### src/rtl/aqp_esp_cmd_pkg.sv
// Command codes and payload byte-lane offsets for ESP messages.
// Shared by the ESP SPI command block and the message handler.
package aqp_esp_cmd_pkg;

  localparam logic [7:0] CMD_RESET           = 8'h01;
  localparam logic [7:0] CMD_SET_KEYB_MATRIX = 8'h10;
  localparam logic [7:0] CMD_SET_HCTRL       = 8'h11;
  localparam logic [7:0] CMD_WRITE_KBBUF     = 8'h12;

  // Newest payload byte sits in the top lane; earlier bytes shift down by 8.
  localparam int LANE_HCTRL1 = 48;
  localparam int LANE_HCTRL2 = 56;
  localparam int LANE_KBBUF  = 56;

endpackage

### src/rtl/aqp_kbbuf_fifo.sv
// Synchronous keyboard FIFO with registered head data (0 when empty).
// Pointers carry one extra wrap bit; clear has priority over push and pop.
module aqp_kbbuf_fifo #(
  parameter int DEPTH = 16,
  parameter int WIDTH = 8
) (
  input  logic             clk_i,
  input  logic             reset_i,
  input  logic             push_i,
  input  logic [WIDTH-1:0] data_i,
  input  logic             pop_i,
  input  logic             clear_i,
  output logic [WIDTH-1:0] rdData_o,
  output logic             empty_o,
  output logic             full_o,
  output logic             dropped_o
);

  localparam int AW = $clog2(DEPTH);
  localparam logic [AW:0] PTR_ONE = 1;

  logic [WIDTH-1:0] mem_q [DEPTH];
  logic [AW:0]      wrPtr_q, wrPtr_d;
  logic [AW:0]      rdPtr_q, rdPtr_d;
  logic [WIDTH-1:0] rdData_q, rdData_d;
  logic             doPush, doPop;

  assign empty_o   = (wrPtr_q == rdPtr_q);
  assign full_o    = (wrPtr_q[AW] != rdPtr_q[AW]) && (wrPtr_q[AW-1:0] == rdPtr_q[AW-1:0]);
  assign rdData_o  = rdData_q;
  assign dropped_o = push_i && full_o && !pop_i && !clear_i;

  // A push into a full FIFO is only accepted when a pop frees the head slot.
  always_comb begin
    doPush   = push_i && (!full_o || pop_i);
    doPop    = pop_i && !empty_o;
    wrPtr_d  = wrPtr_q;
    rdPtr_d  = rdPtr_q;
    rdData_d = '0;
    if (clear_i) begin
      wrPtr_d = '0;
      rdPtr_d = '0;
    end else begin
      if (doPush) wrPtr_d = wrPtr_q + PTR_ONE;
      if (doPop)  rdPtr_d = rdPtr_q + PTR_ONE;
      if (wrPtr_d != rdPtr_d) begin
        if (doPush && (rdPtr_d[AW-1:0] == wrPtr_q[AW-1:0])) rdData_d = data_i;
        else rdData_d = mem_q[rdPtr_d[AW-1:0]];
      end
    end
  end

  always_ff @(posedge clk_i) begin
    if (reset_i) begin
      wrPtr_q  <= '0;
      rdPtr_q  <= '0;
      rdData_q <= '0;
    end else begin
      wrPtr_q  <= wrPtr_d;
      rdPtr_q  <= rdPtr_d;
      rdData_q <= rdData_d;
    end
  end

  always_ff @(posedge clk_i) begin
    if (doPush && !clear_i) mem_q[wrPtr_q[AW-1:0]] <= data_i;
  end

endmodule

### src/rtl/aqp_esp_msg_handler.sv
// Executes non-bus ESP commands: reset request, keyboard matrix, hand controllers, key buffer.
// Define AQP_KBBUF_OVF_EN to build the sticky key-buffer overflow flag.
module aqp_esp_msg_handler
  import aqp_esp_cmd_pkg::*;
#(
  parameter int KBBUF_DEPTH  = 16,
  parameter int RESET_CYCLES = 16
) (
  input  logic        clk_i,
  input  logic        reset_i,
  input  logic        spi_msg_end_i,
  input  logic [7:0]  spi_cmd_i,
  input  logic [63:0] spi_rxdata_i,
  output logic [63:0] keyb_matrix_o,
  output logic [7:0]  hctrl1_o,
  output logic [7:0]  hctrl2_o,
  output logic        reset_req_o,
  output logic [7:0]  kbbuf_rddata_o,
  input  logic        kbbuf_rd_i,
  input  logic        kbbuf_clear_i,
  output logic        kbbuf_empty_o,
  output logic        kbbuf_ovf_o
);

  localparam logic [7:0] RESET_LOAD = 8'(RESET_CYCLES);

  logic [63:0] keybMatrix_q, keybMatrix_d;
  logic [7:0]  hctrl1_q, hctrl1_d;
  logic [7:0]  hctrl2_q, hctrl2_d;
  logic [7:0]  resetCnt_q, resetCnt_d;
  logic        kbPush;
  logic        kbFull;

  // Commands act only on the end-of-message strobe; a new RESET reloads the counter.
  always_comb begin
    keybMatrix_d = keybMatrix_q;
    hctrl1_d     = hctrl1_q;
    hctrl2_d     = hctrl2_q;
    resetCnt_d   = (resetCnt_q != 8'd0) ? resetCnt_q - 8'd1 : 8'd0;
    kbPush       = 1'b0;
    if (spi_msg_end_i) begin
      case (spi_cmd_i)
        CMD_RESET:           resetCnt_d   = RESET_LOAD;
        CMD_SET_KEYB_MATRIX: keybMatrix_d = spi_rxdata_i;
        CMD_SET_HCTRL: begin
          hctrl1_d = spi_rxdata_i[LANE_HCTRL1 +: 8];
          hctrl2_d = spi_rxdata_i[LANE_HCTRL2 +: 8];
        end
        CMD_WRITE_KBBUF:     kbPush = 1'b1;
        default: ;
      endcase
    end
  end

  always_ff @(posedge clk_i) begin
    if (reset_i) begin
      keybMatrix_q <= '1;
      hctrl1_q     <= 8'hFF;
      hctrl2_q     <= 8'hFF;
      resetCnt_q   <= 8'd0;
    end else begin
      keybMatrix_q <= keybMatrix_d;
      hctrl1_q     <= hctrl1_d;
      hctrl2_q     <= hctrl2_d;
      resetCnt_q   <= resetCnt_d;
    end
  end

  assign keyb_matrix_o = keybMatrix_q;
  assign hctrl1_o      = hctrl1_q;
  assign hctrl2_o      = hctrl2_q;
  assign reset_req_o   = (resetCnt_q != 8'd0);

`ifdef AQP_KBBUF_OVF_EN
  logic kbDropped;
  logic ovf_q, ovf_d;
`endif

  aqp_kbbuf_fifo #(
    .DEPTH (KBBUF_DEPTH),
    .WIDTH (8)
  ) u_kbbuf (
    .clk_i     (clk_i),
    .reset_i   (reset_i),
    .push_i    (kbPush),
    .data_i    (spi_rxdata_i[LANE_KBBUF +: 8]),
    .pop_i     (kbbuf_rd_i),
    .clear_i   (kbbuf_clear_i),
    .rdData_o  (kbbuf_rddata_o),
    .empty_o   (kbbuf_empty_o),
    .full_o    (kbFull),
`ifdef AQP_KBBUF_OVF_EN
    .dropped_o (kbDropped)
`else
    .dropped_o ()
`endif
  );

`ifdef AQP_KBBUF_OVF_EN
  always_comb begin
    ovf_d = ovf_q;
    if (kbbuf_clear_i) ovf_d = 1'b0;
    else if (kbDropped) ovf_d = 1'b1;
  end

  always_ff @(posedge clk_i) begin
    if (reset_i) ovf_q <= 1'b0;
    else         ovf_q <= ovf_d;
  end

  assign kbbuf_ovf_o = ovf_q;
`else
  assign kbbuf_ovf_o = 1'b0;
`endif

  // Full is only needed inside the FIFO today; kept visible for an I/O status bit.
  logic unusedFull;
  assign unusedFull = kbFull;

endmodule
### config.mk
export PLATFORM = sky130hd
export DESIGN_NAME = aqp_esp_msg_handler
export DESIGN_NICKNAME = d
export VERILOG_FILES = /design/src/rtl/aqp_esp_cmd_pkg.sv /design/src/rtl/aqp_kbbuf_fifo.sv /design/src/rtl/aqp_esp_msg_handler.sv
export SDC_FILE = /design/constraint.sdc
export NUM_CORES = 1
export LEC_CHECK = 0
export ABC_AREA = 1
export CORE_ASPECT_RATIO = 1.25
export CORE_MARGIN = 3
export CORE_UTILIZATION = 58
export DETAILED_ROUTE_END_ITERATION = 12
export PLACE_DENSITY = 0.83
export RECOVER_POWER = 100
export SYNTH_ARGS = -nofsm -noshare
export SYNTH_HDL_FRONTEND = slang
export SYNTH_SLANG_ARGS = --single-unit
### constraint.sdc
create_clock -name clk_i -period 6.2 [get_ports clk_i]
set_clock_uncertainty 0.2 [all_clocks]
set_input_delay 0.62 -clock clk_i [delete_from_list [all_inputs] [get_ports clk_i]]
set_output_delay 0.62 -clock clk_i [all_outputs]
set_load 0.01 [all_outputs]
==> results of run 1 <==
[power breakdown]
group	total [mW]	internal, mW	leakage (nW)	switching, mW
clock	1.38	0.782	0.364	0.599
sequential	1.67	1.65	2.01	0.0143
combinational	0.269	0.115	3.31	0.154
[routing by layer]
| metal | vias up | GRT usage | routed length (um) |
|---|---|---|---|
| met1 | 3645 | 0.315 | 9240 |
| met5 | - | 0 | 0 |
| met2 | 490 | 0.461 | 12800 |
| met4 | 0 | 0.143 | 1460 |
| li1 | 3937 | - | - |
| met3 | 102 | 0.0671 | 2690 |
[cell families (layout without fill, tap and decap cells)]
| family | Yosys count | in the layout | share of synthesized area |
|---|---|---|---|
| AO/OA/AOI/OAI | 84 | 84 | 0.0609 |
| XOR/XNOR | 15 | 15 | 0.0136 |
| other | 1 | 1 | 0.000368 |
| buffers and inverters | 284 | 441 | 0.112 |
| flip-flops | 234 | 234 | 0.586 |
| adder cells (fa/ha/maj) | 7 | 7 | 0.00860 |
| AND/OR/NAND/NOR | 506 | 506 | 0.219 |
[critical path, stage by stage (launching register included)]
cell      delay, ps
dfxtp_1         440
inv_1           160
nand2_1          80
nand2_1          90
nor2_1          150
nand3_1         300
nand2_1         380
nand2_2         300
nand2_1         180
clkbuf_1       1410
nand2_1         170
nand3_1         180
nand3_1         110
nand3_1         190
nand3_1         100
nand2_1          70
inv_1            30
[state kept, by name (all words and copies together), names as in the netlist]
signal            flops
u_kbbuf.mem_q       128
keyb_matrix_o        64
hctrl1_o              8
hctrl2_o              8
resetCnt_q            8
u_kbbuf.rdData_o      8
u_kbbuf.rdPtr_q       5
u_kbbuf.wrPtr_q       5
[final timing paths]
check / startpoint / endpoint / slack, ps
setup / recovery: u_kbbuf.wrPtr_q[0]$_SDFF_PP0_ / u_kbbuf.rdData_o[7]$_SDFF_PP0_ / 1540
hold / removal: resetCnt_q[0]$_SDFF_PP0_ / resetCnt_q[0]$_SDFF_PP0_ / 210
setup reg to reg: u_kbbuf.wrPtr_q[0]$_SDFF_PP0_ / u_kbbuf.rdData_o[7]$_SDFF_PP0_ / 1540
hold reg to reg: resetCnt_q[0]$_SDFF_PP0_ / resetCnt_q[0]$_SDFF_PP0_ / 210
[synthesized netlist by cell type (all sizes together)]
library cell	number
nand3	185
nand4	3
nor4	1
nor2	71
or3	1
clkbuf	29
inv	228
xor2	8
clkinv	1
nor3	4
nand2	239
buf	26
nand3b	1
conb	1
edfxtp	128
dfxtp	106
xnor2	7
o211ai	80
o21ai	1
ha	7
a21oi	3
and3	1
[metrics by stage]
stage | utilization | cells | worst slack [ps]
6_report | 0.738 | 1508 | 1540
5_1_grt | 0.738 | 1508 | 1210
4_1_cts | 0.740 | 1508 | 2580
3_5_place_dp | 0.697 | 1466 | 2180
3_3_place_gp | 0.697 | 1466 | 2240
2_1_floorplan | - | 1131 | 3640
[cell type report]
| type | count | area (um2) | share of cell area |
|---|---|---|---|
| Clock buffer | 27 | 601 | 0.0478 |
| Multi-Input combinational cell | 613 | 3050 | 0.242 |
| Sequential cell | 234 | 5970 | 0.475 |
| Clock inverter | 15 | 139 | 0.0110 |
| Tap cell | 220 | 275 | 0.0219 |
| Inverter | 229 | 860 | 0.0684 |
| Timing Repair Buffer | 170 | 1680 | 0.134 |
==> metrics, run 1 <==
top fanout value on the critical path 41; worst endpoint data arrival time 4870 ps; CP required 6410 ps; Tightest Pin Transition 2660 ps; maximum clock frequency 215 MHz; number of storage elements in the synthesis netlist 234; average via count per standard cell 5.42; number of slew-limit violations in the final report 107; Post-DRT Antenna Nets 0; Total Die Area 19200 um2; share of final-layout standard cells stronger than drive strength 1 0.0443; max-cap violations 2; die extent in x 125 um; tightest slew margin relative to the limit -0.774; sequential area share after synthesis 0.586; clock tree sinks 234; Clock Latency Late Sink 520 ps; unrepaired setup endpoints after global routing no; number of top-level pins 168; core outline area 17000 um2; post-synthesis instance area 10200 um2; vertical extent of the die 154 um; minimum period implied by the final worst setup slack 4660 ps; result of the run finished, violations left; antenna violations before repair 0; Detailed Place HPWL 17.4 mm; Placed Instance Area 11900 um2; aggregate routed wire length 26.2 mm; type of element capturing the critical path register; leading cell types in the layout, fill and taps excluded 233 x nand2_1, 221 x inv_1, 181 x nand3_1, 128 x edfxtp_1, 106 x dfxtp_1; Net count, final 1355; global-route wire length before repair 41.7 mm; net count after synthesis 1215; number of DRC markers after the initial detailed-route iteration 768; type of the most critical hold path reg -> reg; most common cell after layout, fill and taps aside nand2_1; hold bufs inserted after CTS 0; synth top area cells edfxtp_1 38%, dfxtp_1 21%, nand3_1 8.8%; starting density of the core 0.598; Power, Total 3.32 mW; P&R area growth vs syn 23.4%; overall track demand over capacity in global routing 0.270; areal power density over the cells 264 nW/um2; summed area of non-filler cells in the final layout 12600 um2; static leakage 5.68 nW; Total Neg Setup Slack 0 ps; final setup violation count 0; clock edge transition at the registers on the reported setup and hold paths 60 ps; Setup Fix Bufs, Post-CTS 0; number of inserted filler cells in the final layout 1223; number of antenna cells inserted 0; area share of the largest cell type after synthesis 0.377; gpl congestion 0.858; worst-case hold slack 215 ps; number of distinct standard cells referenced by the synthesized netlist 33; worst supply voltage drop on vdd 0.210 mV; synthesized area per cell 9.01 um2; startpoint kind of the worst setup timing path register; H-tree depth 1; number of cells on the worst reg-to-reg path 16; failing checks max-capacitance violations, max-slew violations; Root Driver clkbuf_16; number of rows created at floorplan 53; clock buffer count from CTS 23; Pre-antenna DRT Iters 5; total number of vias 8174; pin count of the biggest net entering global routing 97; CTS tree done; residual overflow from global routing 0; Tcrit/Tclk final 0.751; number of input and output port buffers inserted 166; vias in the first global route 8055; number of instances in the synthesized netlist 1131; Critical Setup Path Class reg -> reg; final-report hold violation count 0; number of synthesis warnings 0; quantity of gates resized following cts 0; top cell type by total area after synthesis edfxtp_1; Routed wire per std cell 17.4 um; DRC errors left 0; maximum number of buffers from clock root to sink 3; Min-Delay Path Depth 1
Note: power is estimated with default switching activity, not from simulation.
==> run 2: changes to the inputs <==
--- a/config.mk
+++ b/config.mk
@@ -8,9 +8,9 @@
 export ABC_AREA = 1
 export CORE_ASPECT_RATIO = 1.25
 export CORE_MARGIN = 3
-export CORE_UTILIZATION = 58
+export CORE_UTILIZATION = 53
 export DETAILED_ROUTE_END_ITERATION = 12
-export PLACE_DENSITY = 0.83
+export PLACE_DENSITY = 0.76
 export RECOVER_POWER = 100
 export SYNTH_ARGS = -nofsm -noshare
 export SYNTH_HDL_FRONTEND = slang
==> constraint.sdc (replaced) <==
create_clock -name clk_i -period 4.8 [get_ports clk_i]
set_clock_uncertainty 0.2 [all_clocks]
set_input_delay 0.48 -clock clk_i [delete_from_list [all_inputs] [get_ports clk_i]]
set_output_delay 0.48 -clock clk_i [all_outputs]
set_load 0.01 [all_outputs]
==> metrics, run 2 (synthesis gave the netlist of run 1 again) <==
result of the run finished, violations left; failing checks max-capacitance violations, max-slew violations; Critical Setup Path Class reg -> reg; Tightest Pin Transition 1690 ps (-973 ps); most common cell after layout, fill and taps aside nand2_1; total number of vias 8050 (-1.5%); GRT Max-Usage Layer met2; power share of the combinational group 0.079 (-0.002); switching power summed over all nets 987 uW (+29%); Total Die Area 20900 um2 (+9.0%); CTS tree done; Power, Total 4.40 mW (+33%); CP required 5020 ps (-1390 ps); maximum clock frequency 256 MHz (+19%); share of final-layout standard cells stronger than drive strength 1 0.0488 (+0.00454); Post-DRT Antenna Nets 0 (unchanged); overall track demand over capacity in global routing 0.252 (-0.0184); number of input and output port buffers inserted 166 (unchanged); vias in the first global route 7917 (-1.7%); max-cap violations 1 (-1); type of the most critical hold path reg -> reg; Total Neg Setup Slack 0 ps (unchanged); Root Driver clkbuf_16; H-tree depth 1 (unchanged); final setup violation count 0 (unchanged); DRC errors left 0 (unchanged); unrepaired setup endpoints after global routing no; aggregate routed wire length 26.1 mm (-0.50%); worst supply voltage drop on vdd 0.237 mV (+13%); pin count of the biggest net entering global routing 96 (-1.0%); number of slew-limit violations in the final report 96 (-10%); M2 GR Usage 0.428 (-0.0331); quantity of gates resized following cts 0 (unchanged); leading cell types in the layout, fill and taps excluded 231 x nand2_1, 221 x inv_1, 181 x nand3_1, 128 x edfxtp_1, 106 x dfxtp_1; Detailed Place HPWL 17.5 mm (+0.99%); number of antenna cells inserted 0 (unchanged); number of rows created at floorplan 56 (+5.7%); Routed wire per std cell 17.1 um (-1.5%); starting density of the core 0.540 (-0.0572); type of element capturing the critical path register; global-route wire length before repair 41.9 mm (+0.40%); global routing usage on met3 0.0635 (-0.00355); Clk pwr share 0.431 (+0.015); clock tree sinks 234 (unchanged); top fanout value on the critical path 20 (-51%); tightest slew margin relative to the limit -0.126 (+0.649); areal power density over the cells 347 nW/um2 (+31%); startpoint kind of the worst setup timing path register; core outline area 18800 um2 (+11%); worst endpoint data arrival time 4120 ps (-750 ps); gpl congestion 0.921 (+7.3%); fraction of power spent switching nets 0.225 (-0.00676); vertical extent of the die 161 um (+4.4%); clock buffer count from CTS 24 (+4.3%); sequential power share 0.490 (-0.013); global routing met1 resource utilization 0.313 (-0.00196); hold bufs inserted after CTS 0 (unchanged); Int Power 3.41 mW (+34%); Net count, final 1358 (+0.22%); Pre-antenna DRT Iters 5 (unchanged); static leakage 5.73 nW (+0.79%); residual overflow from global routing 0 (unchanged); number of DRC markers after the initial detailed-route iteration 754 (-1.8%); maximum number of buffers from clock root to sink 3 (unchanged); Clock Latency Late Sink 520 ps (about the same); final-report hold violation count 0 (unchanged); clock edge transition at the registers on the reported setup and hold paths 70 ps (about the same); minimum period implied by the final worst setup slack 3900 ps (-755 ps); worst-case hold slack 208 ps (-6.03 ps); P&R area growth vs syn 24.5%; die extent in x 130 um (+4.4%); average via count per standard cell 5.29 (-2.5%); Setup Fix Bufs, Post-CTS 0 (unchanged); number of flip-flops in the largest register 128 (unchanged); antenna violations before repair 0 (unchanged); Tcrit/Tclk final 0.813 (+0.0618); number of top-level pins 168 (unchanged)
## run 2: final cells by class
type | instances | area [um2]
multi-input combinational | 613 | 3050
fill | 1464 | 6170
sequential | 234 | 5970
timing repair buffer | 172 | 1700
clock inverter | 14 | 128
tap | 232 | 290
inverter | 229 | 860
clock buffer | 29 | 683
## run 2: worst max-delay path: stages, from the launching register on
cell	delay, ps
dfxtp_1	560
inv_1	170
nand2_1	90
nand2_1	50
nor2_1	120
nand3_1	270
nand2_1	340
nand2_1	110
nand2_1	730
inv_2	370
nand2_1	140
nand2_1	60
nor2_1	100
nand3_1	90
nand2_2	210
nor2_1	70
nand2_1	70
inv_1	40
## run 2: final timing paths
path	from	end	slack [ps]	cells past startpoint
hold reg to reg	resetCnt_q[0]$_SDFF_PP0_	resetCnt_q[0]$_SDFF_PP0_	210	1
hold / removal	resetCnt_q[0]$_SDFF_PP0_	resetCnt_q[0]$_SDFF_PP0_	210	1
setup reg to reg	u_kbbuf.wrPtr_q[3]$_SDFF_PP0_	u_kbbuf.rdData_o[7]$_SDFF_PP0_	900	17
setup / recovery	u_kbbuf.wrPtr_q[3]$_SDFF_PP0_	u_kbbuf.rdData_o[7]$_SDFF_PP0_	900	17
## run 2: power by group through the flow
stage	clock, mW	combinational [mW]	sequential, mW
after floorplan	0	0.206	2.20
after global placement	0	0.349	2.20
after detailed placement	0	0.355	2.20
after CTS	1.92	0.357	2.16
after global routing	2.00	0.389	2.16
final	1.90	0.347	2.16
## run 2: routing by layer
layer / routed length (um) / up-vias
li1: - / 3935
met1: 10100 / 3720
met2: 13100 / 349
met3: 2160 / 46
met4: 733 / 0
met5: 0 / -
## run 2: stage by stage
step / setup slack, ps / utilization / instance area, um2 / std cells
2_1_floorplan: 2380 / - / 10200 / 1131
3_3_place_gp: 1360 / 0.632 / 11900 / 1480
3_5_place_dp: 1270 / 0.632 / 11900 / 1480
4_1_cts: 1470 / 0.675 / 12700 / 1523
5_1_grt: 567 / 0.673 / 12700 / 1523
6_report: 898 / 0.673 / 12700 / 1523
==> run 3: changes to the inputs <==
--- a/config.mk
+++ b/config.mk
@@ -8,9 +8,9 @@
 export ABC_AREA = 1
 export CORE_ASPECT_RATIO = 1.25
 export CORE_MARGIN = 3
-export CORE_UTILIZATION = 53
+export CORE_UTILIZATION = 48
 export DETAILED_ROUTE_END_ITERATION = 12
-export PLACE_DENSITY = 0.76
+export PLACE_DENSITY = 0.73
 export RECOVER_POWER = 100
 export SYNTH_ARGS = -nofsm -noshare
 export SYNTH_HDL_FRONTEND = slang
==> constraint.sdc (replaced) <==
create_clock -name clk_i -period 3.3 [get_ports clk_i]
set_clock_uncertainty 0.2 [all_clocks]
set_input_delay 0.33 -clock clk_i [delete_from_list [all_inputs] [get_ports clk_i]]
set_output_delay 0.33 -clock clk_i [all_outputs]
set_load 0.01 [all_outputs]
==> metrics, run 3 (synthesis gave the netlist of run 1 again) <==
Clock Latency Late Sink 500 ps (-20 ps); most common cell after layout, fill and taps aside nand2_1; R2R Path End u_kbbuf.rdData_o[3]$_SDFF_PP0_; Root Driver clkbuf_16; final-report hold violation count 0 (unchanged); share of final-layout standard cells stronger than drive strength 1 0.0534 (+0.00455); max-cap violations 0 (-1); launch instance of the worst min-delay path spi_rxdata_i[10]; number of cells on the worst reg-to-reg path 16 (-1); starting density of the core 0.498 (-0.0427); static leakage 5.78 nW (+0.87%); DRC errors left 0 (unchanged); Total Die Area 23000 um2 (+10%); die extent in x 136 um (+4.8%); Critical Setup Path Class reg -> reg; unrepaired setup endpoints after global routing no; H-tree depth 1 (unchanged); overall track demand over capacity in global routing 0.226 (-0.0263); hold-critical path endpoint keyb_matrix_o[10]$_SDFFE_PP1P_; CP required 3510 ps (-1510 ps); Tcrit/Tclk final 0.898 (+0.0849); Non-Filler Instances 1582 (+3.9%); aggregate routed wire length 25.8 mm (-1.1%); Routed wire per std cell 16.3 um (-4.7%); Detailed Place HPWL 17.3 mm (-1.6%); areal power density over the cells 493 nW/um2 (+42%); top fanout value on the critical path 30 (+50%); Post-DRT Antenna Nets 0 (unchanged); maximum clock frequency 338 MHz (+32%); Total Neg Setup Slack 0 ps (unchanged); quantity of gates resized following cts 0 (unchanged); number of rows created at floorplan 58 (+3.6%); pin count of the biggest net entering global routing 129 (+34%); Pre-antenna DRT Iters 5 (unchanged); Setup Fix Bufs, Post-CTS 0 (unchanged); Power, Total 6.33 mW (+44%); Net count, final 1378 (+1.5%); number of slew-limit violations in the final report 0 (-100%); total number of vias 7977 (-0.91%); worst endpoint data arrival time 3170 ps (-950 ps); core outline area 20500 um2 (+8.6%); worst supply voltage drop on vdd 0.346 mV (+46%); Tightest Pin Transition 1310 ps (-374 ps); register-to-register setup slack 340 ps (-560 ps); P&R area growth vs syn 26.0%; vertical extent of the die 169 um (+4.9%); number of flip-flops in the largest register 128 (unchanged); leading cell types in the layout, fill and taps excluded 229 x nand2_1, 220 x inv_1, 180 x nand3_1, 128 x edfxtp_1, 106 x dfxtp_1; minimum period implied by the final worst setup slack 2960 ps (-939 ps); hold bufs inserted after CTS 0 (unchanged); number of DRC markers after the initial detailed-route iteration 617 (-18%); vias in the first global route 8002 (+1.1%); global-route wire length before repair 41.3 mm (-1.4%); maximum number of buffers from clock root to sink 3 (unchanged); clock tree sinks 234 (unchanged); tightest slew margin relative to the limit 0.124 (+0.249); antenna violations before repair 0 (unchanged); number of input and output port buffers inserted 166 (unchanged); average via count per standard cell 5.04 (-4.6%); Min-Delay Path Depth 3 (+2); result of the run finished clean; number of top-level pins 168 (unchanged); number of antenna cells inserted 0 (unchanged); launch point of the worst reg-to-reg path u_kbbuf.wrPtr_q[3]$_SDFF_PP0_; clock buffer count from CTS 24 (unchanged); post-placement cell count 1538 (+3.9%); type of the most critical hold path in -> reg; worst-case hold slack 203 ps (-5.85 ps); type of element capturing the critical path register; clock edge transition at the registers on the reported setup and hold paths 60 ps (about the same); final setup violation count 0 (unchanged); gpl congestion 0.851 (-7.6%); residual overflow from global routing 0 (unchanged); startpoint kind of the worst setup timing path register; CTS tree done
run 3: how the worst max path moves through the flow:
| stage | cells past startpoint | start | slack (ps) | end |
|---|---|---|---|---|
| after floorplan | 7 | kbbuf_rd_i | 1030 | u_kbbuf.mem_q[0][0]$_DFFE_PP_ |
| after global placement | 7 | kbbuf_rd_i | 430 | u_kbbuf.mem_q[9][5]$_DFFE_PP_ |
| after detailed placement | 16 | spi_cmd_i[4] | 360 | u_kbbuf.rdData_o[6]$_SDFF_PP0_ |
| after CTS | 16 | u_kbbuf.wrPtr_q[3]$_SDFF_PP0_ | 450 | u_kbbuf.rdData_o[5]$_SDFF_PP0_ |
| after global routing | 16 | u_kbbuf.wrPtr_q[3]$_SDFF_PP0_ | 110 | u_kbbuf.rdData_o[3]$_SDFF_PP0_ |
| final | 16 | u_kbbuf.wrPtr_q[3]$_SDFF_PP0_ | 340 | u_kbbuf.rdData_o[3]$_SDFF_PP0_ |
run 3: worst max-delay path, stage by stage, from the launching register on:
cell     delay, ps
dfxtp_1        550
inv_2          130
nand2_1         80
nand2_1         50
nor2_1         200
nand3_4        190
nand2_4        160
nand2_1        100
nand2_2        360
buf_12         240
nand2_1         70
nand3_1         90
nand3_1        110
nand3_1        140
nand3_1         90
nand2_1         70
inv_1           30
run 3: through the flow:
| step | util | setup WS [ps] | area (um2) |
|---|---|---|---|
| 2_1_floorplan | - | 1030 | 10200 |
| 3_3_place_gp | 0.593 | 429 | 12100 |
| 3_5_place_dp | 0.593 | 357 | 12100 |
| 4_1_cts | 0.632 | 449 | 12900 |
| 5_1_grt | 0.627 | 105 | 12800 |
| 6_report | 0.627 | 337 | 12800 |
run 3: routing by layer:
layer,vias up,part of all wire,track usage
li1,3986,-,-
met1,3655,0.38,0.264
met2,281,0.51,0.395
met3,55,0.080,0.0615
met4,0,0.031,0.0798
met5,-,0,0
run 3: power breakdown:
group	internal [mW]	switching, mW
logic	0.223	0.289
registers	3.11	0.0261
clock network	1.59	1.09
run 3: final cells by class:
| class | count | area [um2] |
|---|---|---|
| Inverter | 229 | 860 |
| Multi-Input combinational cell | 613 | 3070 |
| Tap cell | 270 | 338 |
| Clock inverter | 8 | 96.3 |
| Sequential cell | 234 | 5970 |
| Clock buffer | 36 | 682 |
| Timing Repair Buffer | 192 | 1820 |
| Fill cell | 1781 | 7630 |
